### src/rtl/btn_event_arbiter.sv
// Push-button event controller: per-button press/hold-to-repeat FSM, one pending slot per
// button, and a round-robin arbiter feeding a single valid/ready event channel.
//
// state | meaning
// IDLE  | button released, waiting for a press
// ARM   | press reported, counting HOLD_CYC cycles toward the first repeat
// RPT   | auto-repeat active, one repeat event every RPT_CYC cycles
module btn_event_arbiter #(
  parameter int N_BTN    = 4,
  parameter int HOLD_CYC = 1000,
  parameter int RPT_CYC  = 250,
  localparam int ID_W    = $clog2(N_BTN)
) (
  input  logic            clk_i,
  input  logic            rstn_i,
  input  logic [N_BTN-1:0] btn_i,
  output logic            evt_valid_o,
  input  logic            evt_ready_i,
  output logic [ID_W-1:0] evt_id_o,
  output logic            evt_rpt_o,
  output logic            ovf_o,
  input  logic            clr_ovf_i
);

  localparam int CNT_MAX = (HOLD_CYC > RPT_CYC) ? HOLD_CYC : RPT_CYC;
  localparam int CNT_W   = $clog2(CNT_MAX);

  typedef enum logic [1:0] {
    S_IDLE = 2'd0,
    S_ARM  = 2'd1,
    S_RPT  = 2'd2
  } state_e;

  state_e           state_q [N_BTN];
  state_e           state_d [N_BTN];
  logic [CNT_W-1:0] cnt_q   [N_BTN];
  logic [CNT_W-1:0] cnt_d   [N_BTN];

  logic [N_BTN-1:0] raise;
  logic [N_BTN-1:0] raise_rpt;
  logic [N_BTN-1:0] pend_q, pend_d;
  logic [N_BTN-1:0] prpt_q, prpt_d;
  logic [N_BTN-1:0] gnt_oh;

  logic             valid_q;
  logic [ID_W-1:0]  id_q;
  logic             rpt_q;
  logic             ovf_q, ovf_d, ovf_set;
  logic [ID_W-1:0]  last_q;

  logic             load;
  logic             found;
  logic [ID_W-1:0]  gnt_idx;
  logic [ID_W-1:0]  scan_idx;
  int               scan_pos;

  // Release is tested before the terminal count so it always wins.
  always_comb begin
    for (int i = 0; i < N_BTN; i++) begin
      state_d[i]   = state_q[i];
      cnt_d[i]     = cnt_q[i];
      raise[i]     = 1'b0;
      raise_rpt[i] = 1'b0;
      case (state_q[i])
        S_IDLE: begin
          if (btn_i[i]) begin
            state_d[i] = S_ARM;
            cnt_d[i]   = '0;
            raise[i]   = 1'b1;
          end
        end
        S_ARM: begin
          if (!btn_i[i]) begin
            state_d[i] = S_IDLE;
          end else if (cnt_q[i] == CNT_W'(HOLD_CYC - 1)) begin
            state_d[i]   = S_RPT;
            cnt_d[i]     = '0;
            raise[i]     = 1'b1;
            raise_rpt[i] = 1'b1;
          end else begin
            cnt_d[i] = cnt_q[i] + CNT_W'(1);
          end
        end
        S_RPT: begin
          if (!btn_i[i]) begin
            state_d[i] = S_IDLE;
          end else if (cnt_q[i] == CNT_W'(RPT_CYC - 1)) begin
            cnt_d[i]     = '0;
            raise[i]     = 1'b1;
            raise_rpt[i] = 1'b1;
          end else begin
            cnt_d[i] = cnt_q[i] + CNT_W'(1);
          end
        end
        default: state_d[i] = S_IDLE;
      endcase
    end
  end

  assign load = !valid_q || evt_ready_i;

  always_comb begin
    found    = 1'b0;
    gnt_idx  = '0;
    gnt_oh   = '0;
    scan_pos = 0;
    scan_idx = '0;
    for (int k = 1; k <= N_BTN; k++) begin
      scan_pos = int'(last_q) + k;
      if (scan_pos >= N_BTN) scan_pos = scan_pos - N_BTN;
      scan_idx = scan_pos[ID_W-1:0];
      if (!found && pend_q[scan_idx]) begin
        found   = 1'b1;
        gnt_idx = scan_idx;
      end
    end
    if (found && load) gnt_oh[gnt_idx] = 1'b1;
  end

  // A slot granted this cycle is free for a simultaneous raise; otherwise a full slot drops.
  always_comb begin
    pend_d  = pend_q;
    prpt_d  = prpt_q;
    ovf_set = 1'b0;
    for (int i = 0; i < N_BTN; i++) begin
      if (gnt_oh[i]) begin
        pend_d[i] = raise[i];
        if (raise[i]) prpt_d[i] = raise_rpt[i];
      end else if (raise[i]) begin
        if (pend_q[i]) begin
          ovf_set = 1'b1;
        end else begin
          pend_d[i] = 1'b1;
          prpt_d[i] = raise_rpt[i];
        end
      end
    end
    if (ovf_set)        ovf_d = 1'b1;
    else if (clr_ovf_i) ovf_d = 1'b0;
    else                ovf_d = ovf_q;
  end

  always_ff @(posedge clk_i) begin
    if (!rstn_i) begin
      for (int i = 0; i < N_BTN; i++) begin
        state_q[i] <= S_IDLE;
        cnt_q[i]   <= '0;
      end
    end else begin
      for (int i = 0; i < N_BTN; i++) begin
        state_q[i] <= state_d[i];
        cnt_q[i]   <= cnt_d[i];
      end
    end
  end

  always_ff @(posedge clk_i) begin
    if (!rstn_i) begin
      pend_q  <= '0;
      prpt_q  <= '0;
      valid_q <= 1'b0;
      id_q    <= '0;
      rpt_q   <= 1'b0;
      ovf_q   <= 1'b0;
      last_q  <= ID_W'(N_BTN - 1);
    end else begin
      pend_q <= pend_d;
      prpt_q <= prpt_d;
      ovf_q  <= ovf_d;
      if (load) begin
        if (found) begin
          valid_q <= 1'b1;
          id_q    <= gnt_idx;
          rpt_q   <= prpt_q[gnt_idx];
          last_q  <= gnt_idx;
        end else begin
          valid_q <= 1'b0;
        end
      end
    end
  end

  assign evt_valid_o = valid_q;
  assign evt_id_o    = id_q;
  assign evt_rpt_o   = rpt_q;
  assign ovf_o       = ovf_q;

endmodule

### config.mk
export PLATFORM = sky130hd
export DESIGN_NAME = btn_event_arbiter
export DESIGN_NICKNAME = d
export VERILOG_FILES = /design/src/rtl/btn_event_arbiter.sv
export SDC_FILE = /design/constraint.sdc
export NUM_CORES = 1
export LEC_CHECK = 0
export BUFFER_PORTS_ARGS = -buffer_cell sky130_fd_sc_hd__buf_4
export CAP_MARGIN = 20
export CORE_ASPECT_RATIO = 0.6
export CORE_MARGIN = 2
export CORE_UTILIZATION = 62
export DETAILED_ROUTE_END_ITERATION = 8
export PLACE_DENSITY = 0.91
export RECOVER_POWER = 25
export SLEW_MARGIN = 5
export SYNTH_ARGS = -nofsm -noshare
export SYNTH_HDL_FRONTEND = slang
export SYNTH_SLANG_ARGS = --single-unit
### constraint.sdc
create_clock -name clk_i -period 2.7 [get_ports clk_i]
set_input_delay 0.27 -clock clk_i [delete_from_list [all_inputs] [get_ports clk_i]]
set_output_delay 0.27 -clock clk_i [all_outputs]
set_load 0.1 [all_outputs]
==> results of run 1 <==
report_power, final:
part           total, mW  switching [mW]  internal [mW]
clock              0.732           0.351          0.381
sequential          1.01          0.0437          0.964
combinational      0.386           0.268          0.117
logic make-up (layout without fill, tap and decap cells):
logic type / count (synthesis) / count (layout) / share of synthesized area
adder cells (fa/ha/maj): 24 / 24 / 0.0851
XOR/XNOR: 32 / 32 / 0.0794
AND/OR/NAND/NOR: 180 / 180 / 0.261
flip-flops: 63 / 63 / 0.357
multiplexers: 4 / 4 / 0.0113
AO/OA/AOI/OAI: 95 / 95 / 0.174
buffers and inverters: 30 / 54 / 0.0319
worst paths after layout:
path	slack, ns	endpoint	depth (start not counted)
max	0.22	prpt_q[1]	7
min	0.21	last_q[0]	2
max reg2reg	0.22	prpt_q[1]	7
min reg2reg	0.46	evt_rpt_o	2
placed cells by master, fill, tap and decap left out, types with 3 or more instances in the layout:
cell type  Yosys  routed
o31a_1         5       5
nor2_1        62      62
inv_1         24      24
or3_1          3       3
o22ai_1        4       4
buf_4          0       9
o41ai_1        4       4
nor3b_1        3       3
nand4_1       17      17
xnor2_1        8       8
o21ai_0       18      18
a31oi_1        3       3
xor2_1        24      24
a21boi_0       3       3
o21ai_1        3       3
clkbuf_8       0      11
and3_1         8       8
and4_1         3       3
a21oi_1       28      28
dfxtp_1       63      63
nand2_1       33      33
a22oi_1        3       3
nor2b_1        8       8
a21o_1         3       3
clkbuf_1       6       7
nand3_1       20      20
mux2i_1        4       4
nor4_1         3       3
ha_1          24      24
o22a_1         3       3
o31ai_1        4       4
per-layer routing:
layer	track usage	up-vias	wire, um
met5	0	-	0
met4	0.0946	0	199
li1	-	1569	-
met1	0.372	1442	3630
met3	0.0917	28	696
met2	0.381	176	3330
stage by stage:
step	total power, mW	hold slack, ns
after floorplan	1.31	0.443
after global placement	1.40	0.443
after detailed placement	1.41	0.448
after CTS	2.14	0.194
after global routing	2.23	0.193
final	2.13	0.207
worst max-delay path, delay by kind of cell (launching register included):
family | cells | cell delay (ns)
simple gates | 3 | 0.82
compound gates | 2 | 0.63
mux | 1 | 0.23
fa+ha+maj | 1 | 0.23
flops | 1 | 0.43
registers in the layout, indices dropped and copies added (netlist names):
register and count:
cnt_q 40, state_q 8, pend_q 4, prpt_q 4, evt_id_o 2, last_q 2
evt_rpt_o 1, evt_valid_o 1, ovf_o 1
final cells by class:
type / instances / area (um2)
Multi-Input combinational cell: 335 / 2150
Fill cell: 432 / 1680
Sequential cell: 63 / 1260
Clock buffer: 13 / 159
Tap cell: 80 / 100
Inverter: 24 / 90.1
Timing Repair Buffer: 14 / 86.3
Clock inverter: 3 / 17.5
==> flow_metrics.py, run 1 <==
metrics = {
    "pwr": {
        "p_leak_nw": 1.43,
        "ir_drop_mv": 0.270,
        "p_per_area_nw_per_um2": 550,
    },
    "timing": {
        "slew_viol_final": 0,
        "tightest_slew_ns": 1.18,
        "rsz0062_at_grt": "false",
        "skew_ns": 0.00892,
        "hold_viol_final": 0,
        "period_minus_slack_ns": 2.48,
        "layout_setup_ws_ns": 0.217,
        "finalCritPeriodShare": 0.920,
        "fin_setup_tns_ns": 0,
        "setup_viol": 0,
        "max_slew_margin": 0.218,
        "fmax_mhz": 403,
    },
    "synth": {
        "synth_area_um2": 3530,
        "synthTopCellsByCount": "dfxtp_1, nor2_1, nand2_1",
        "mappedNetlistNets": 460,
        "synth-main-ff-cell": "dfxtp_1",
        "async_reset_ff_frac": 0,
        "ys_top_cells_by_area": "dfxtp_1, ha_1, nor2_1",
        "synth_enable_flop_cells": 0,
        "netlist_instances": 428,
        "synth_most_common_cell": "dfxtp_1",
        "synth_top_area_share": 0.357,
        "yosysSeqAreaShare": 0.357,
        "synth_area_leader_cell": "dfxtp_1",
        "yosysUniqueCellTypes": 55,
        "synth-seq-cells": 63,
        "yosysWarningCount": 0,
        "avgSynthCellArea_um2": 8.25,
    },
    "global_route": {
        "grt_use_total": 0.266,
        "grt_pass1_wl_um": 13500,
        "grt_pass1_vias": 2959,
        "grt_max_degree": 24,
        "antenna_found_initial": 0,
        "grt_remaining_overflow": 0,
    },
    "setup_path": {
        "critPathCaptureType": "flip-flop",
        "r2r_start": "cnt_q[1][0]",
        "path_class": "flip-flop to flip-flop",
        "slowest_stage": "or4b_4",
        "cp-start-kind": "flip-flop",
        "slowest_delay_ns": 0.49,
        "critPathMaxFanout": 5,
        "crit_start": "cnt_q[1][0]",
        "crit_required_ns": 2.90,
        "critPathArrivalTime_ns": 2.68,
        "path_cells": "ha_1, and4bb_1, or4b_4, a311oi_2, a21boi_2, mux2i_1, nor2_1",
    },
    "clocking": {
        "clk_pin_slew_ns": 0.07,
        "cts_buffers": 9,
        "cts-resized-gates": 0,
        "clk_path_buf_depth": 2,
        "cts_tree": "built",
        "htree_levels": 3,
        "cts_setup_buffers": 0,
        "postCtsHoldBufs": 0,
        "clock_latency_ns": 0.34,
        "cts_num_sinks": 63,
        "cts_root_buffer": "clkbuf_8",
    },
    "detailed_routing": {
        "vias": 3215,
        "via_per_inst": 6.04,
        "drt-initial-drc-count": 239,
        "route.detailed.wl_per_inst_um": 14.8,
        "postRouteAntennaNets": 0,
        "post-route-drc-count": 0,
        "wl_um": 7860,
        "dr.pass1.iters": 5,
    },
    "layout": {
        "postLayoutCellArea_um2": 3860,
        "drive_above_1_share": 0.0642,
        "fin_util": 0.697,
        "syn_to_final_growth_pct": 9.50,
        "fin_nets": 479,
        "diodes": 0,
        "stdcell_count": 532,
    },
    "die": {
        "dieArea_um2": 6330,
        "die_h_um": 62.4,
        "fp-row-count": 21,
        "die_w_um": 101,
        "initial_core_util": 0.637,
        "ios": 13,
        "core_area_um2": 5540,
    },
    "status": {
        "outcome": "complete, no violations",
    },
    "flow_run": {
        "cap_violations": 0,
    },
    "placed_design": {
        "routabilityCongestion": 0.944,
        "preCtsSetupSlack_ns": 0.310,
        "post-dp-hpwl_um": 5790,
        "placed_cell_area_um2": 3710,
        "port_buffers": 12,
        "placed_cells": 516,
    },
    "hold_path": {
        "hold_class": "input port to flip-flop",
        "holdCritStartpoint": "rstn_i",
    },
}
(Power assumes the default switching activity.)
==> run 2, diff against run 1 <==
--- a/config.mk
+++ b/config.mk
@@ -5,6 +5,7 @@
 export SDC_FILE = /design/constraint.sdc
 export NUM_CORES = 1
 export LEC_CHECK = 0
+export ABC_AREA = 1
 export BUFFER_PORTS_ARGS = -buffer_cell sky130_fd_sc_hd__buf_4
 export CAP_MARGIN = 20
 export CORE_ASPECT_RATIO = 0.6
==> flow_metrics.py, run 2 <==
metrics = {
    "synth": {
        "mappedNetlistNets": 613,
        "async_reset_ff_frac": 0,
        "netlist_instances": 581,
        "synth_most_common_cell": "nand2_1",
        "synth-seq-cells": 63,
        "ys_top_cells_by_area": "dfxtp_1, nand2_1, inv_1",
        "synth-main-ff-cell": "dfxtp_1",
        "yosysWarningCount": 0,
        "synthTopCellsByCount": "nand2_1, inv_1, dfxtp_1",
        "synth_area_um2": 3900,
        "yosysUniqueCellTypes": 40,
        "avgSynthCellArea_um2": 6.71,
        "synth_area_leader_cell": "dfxtp_1",
        "synth_top_area_share": 0.323,
        "synth_enable_flop_cells": 0,
        "yosysSeqAreaShare": 0.323,
    },
    "layout": {
        "n_fill_cell": 508,
        "final_cell_mix": "nand2_1, inv_1, dfxtp_1",
        "diodes": 0,
        "fin_nets": 633,
        "drive_above_1_share": 0.106,
        "multi_input_area_um2": 2210,
        "largest_reg_flops": 40,
        "postLayoutCellArea_um2": 4280,
        "largestRegisters": "cnt_q: 40 flops, state_q: 8 flops",
        "largest_register": "cnt_q",
        "register_area_um2": 1260,
        "syn_to_final_growth_pct": 9.62,
        "layout_commonest_cell": "nand2_1",
    },
    "setup_path": {
        "critical_path.most_common_cell": "nand2_1",
        "path_cells": "nand2_1, nand2_2, nand2_1, nand2_1, inv_1, nand3_1, nand2_4, nor2_4, nand2_2, nand2_2, nand2_1, nand2_1, a21oi_2",
        "critPathCaptureType": "flip-flop",
        "critPathMaxFanout": 9,
        "slowest_delay_ns": 0.61,
        "slowest_stage": "dfxtp_1",
        "critPathArrivalTime_ns": 2.32,
        "crit_required_ns": 2.92,
        "cp-start-kind": "flip-flop",
        "path_class": "flip-flop to flip-flop",
    },
    "placed_design": {
        "placed_cell_area_um2": 4080,
        "routabilityCongestion": 0.879,
        "post-dp-hpwl_um": 6300,
        "port_buffers": 12,
    },
    "detailed_routing": {
        "wl_um": 8190,
        "dr.pass1.iters": 5,
        "vias": 3646,
        "postRouteAntennaNets": 0,
        "via_per_inst": 5.28,
        "drt-initial-drc-count": 258,
        "post-route-drc-count": 0,
        "route.detailed.wl_per_inst_um": 11.9,
    },
    "clocking": {
        "htree_levels": 3,
        "postCtsHoldBufs": 0,
        "clock_latency_ns": 0.36,
        "cts_root_buffer": "clkbuf_8",
        "clk_path_buf_depth": 2,
        "clk_pin_slew_ns": 0.07,
        "cts-resized-gates": 0,
        "cts_buffers": 9,
        "cts_setup_buffers": 0,
        "cts_num_sinks": 63,
        "cts_tree": "built",
    },
    "timing": {
        "skew_ns": 0.0113,
        "fmax_mhz": 476,
        "hold_viol_final": 0,
        "setup_viol": 0,
        "finalCritPeriodShare": 0.779,
        "tightest_slew_ns": 1.17,
        "fin_setup_tns_ns": 0,
        "rsz0062_at_grt": "false",
        "hold-worst-slack_ns": 0.248,
        "slew_viol_final": 0,
        "period_minus_slack_ns": 2.10,
        "max_slew_margin": 0.226,
    },
    "die": {
        "dieArea_um2": 6960,
        "die_h_um": 65.4,
        "fp-row-count": 22,
        "core_area_um2": 6080,
        "ios": 13,
        "die_w_um": 106,
        "initial_core_util": 0.641,
    },
    "global_route": {
        "grt_max_degree": 22,
        "grt_pass1_vias": 3358,
        "grt_remaining_overflow": 0,
        "antenna_found_initial": 0,
        "grt_pass1_wl_um": 14500,
        "grt_use_total": 0.260,
    },
    "pwr": {
        "p_leak_nw": 1.86,
        "ir_drop_mv": 0.494,
        "p_per_area_nw_per_um2": 769,
    },
    "status": {
        "outcome": "complete, no violations",
    },
    "hold_path": {
        "hold_class": "input port to flip-flop",
    },
    "flow_run": {
        "cap_violations": 0,
    },
}
run 2: changes by cell type in the layout (fill, tap and decap cells not counted), sizes merged, moves of 5 or more:
cell	delta
and3	-7
nand4	-6
inv	+79
a21boi	-6
o31a	-5
a21oi	+11
nand2	+122
xor2	-15
nand3	+21
nor3	+23
nor2b	-8
run 2: report_power, final:
group / internal, mW / switching (mW)
Combinational: 0.364 / 0.917
Clock: 0.551 / 0.360
Sequential: 1.01 / 0.0869
Total: 1.92 / 1.36
run 2: cell families after synthesis:
group	synth area share
adder cells (fa/ha/maj)	0.0770
XOR/XNOR	0.0292
buffers and inverters	0.107
AO/OA/AOI/OAI	0.103
AND/OR/NAND/NOR	0.360
flip-flops	0.323
run 2: area by class of cell:
class | count | share of cell area
Clock inverter | 2 | 0.00819
Timing Repair Buffer | 13 | 0.0184
Clock buffer | 14 | 0.0451
Multi-Input combinational cell | 411 | 0.517
Tap cell | 84 | 0.0246
Sequential cell | 63 | 0.295
Inverter | 103 | 0.0922
run 2: layer usage:
| layer | vias up | GRT usage | wire length [um] |
|---|---|---|---|
| met2 | 98 | 0.421 | 3680 |
| li1 | 1893 | - | - |
| met4 | 0 | 0.0855 | 87 |
| met1 | 1644 | 0.335 | 3930 |
| met5 | - | 0 | 0 |
| met3 | 11 | 0.0754 | 494 |
run 2: path summary, 6_finish.rpt:
| path | end | slack [ns] | startpoint | depth (start not counted) |
|---|---|---|---|---|
| setup reg to reg | prpt_q[1] | 0.60 | last_q[0] | 13 |
| hold reg to reg | evt_id_o[1] | 0.47 | evt_id_o[1] | 2 |
| hold / removal | last_q[1] | 0.25 | rstn_i | 2 |
| setup / recovery | prpt_q[1] | 0.60 | last_q[0] | 13 |
run 2: critical path, delay by kind of cell, from the launching register on:
family / cells / cell delay (ns)
AND/OR/NAND/NOR: 11 / 1.23
flip-flops: 1 / 0.61
AO/OA/AOI/OAI: 1 / 0.06
buffers and inverters: 1 / 0.04
run 2: metrics by stage:
stage / setup WS (ns) / util / instances / power, mW
after floorplan: 0.914 / - / 581 / 2.20
after global placement: 0.851 / 0.671 / 674 / 2.38
after detailed placement: 0.758 / 0.671 / 674 / 2.43
after CTS: 0.711 / 0.708 / 690 / 3.34
after global routing: 0.455 / 0.703 / 690 / 3.49
final: 0.598 / 0.703 / 690 / 3.29
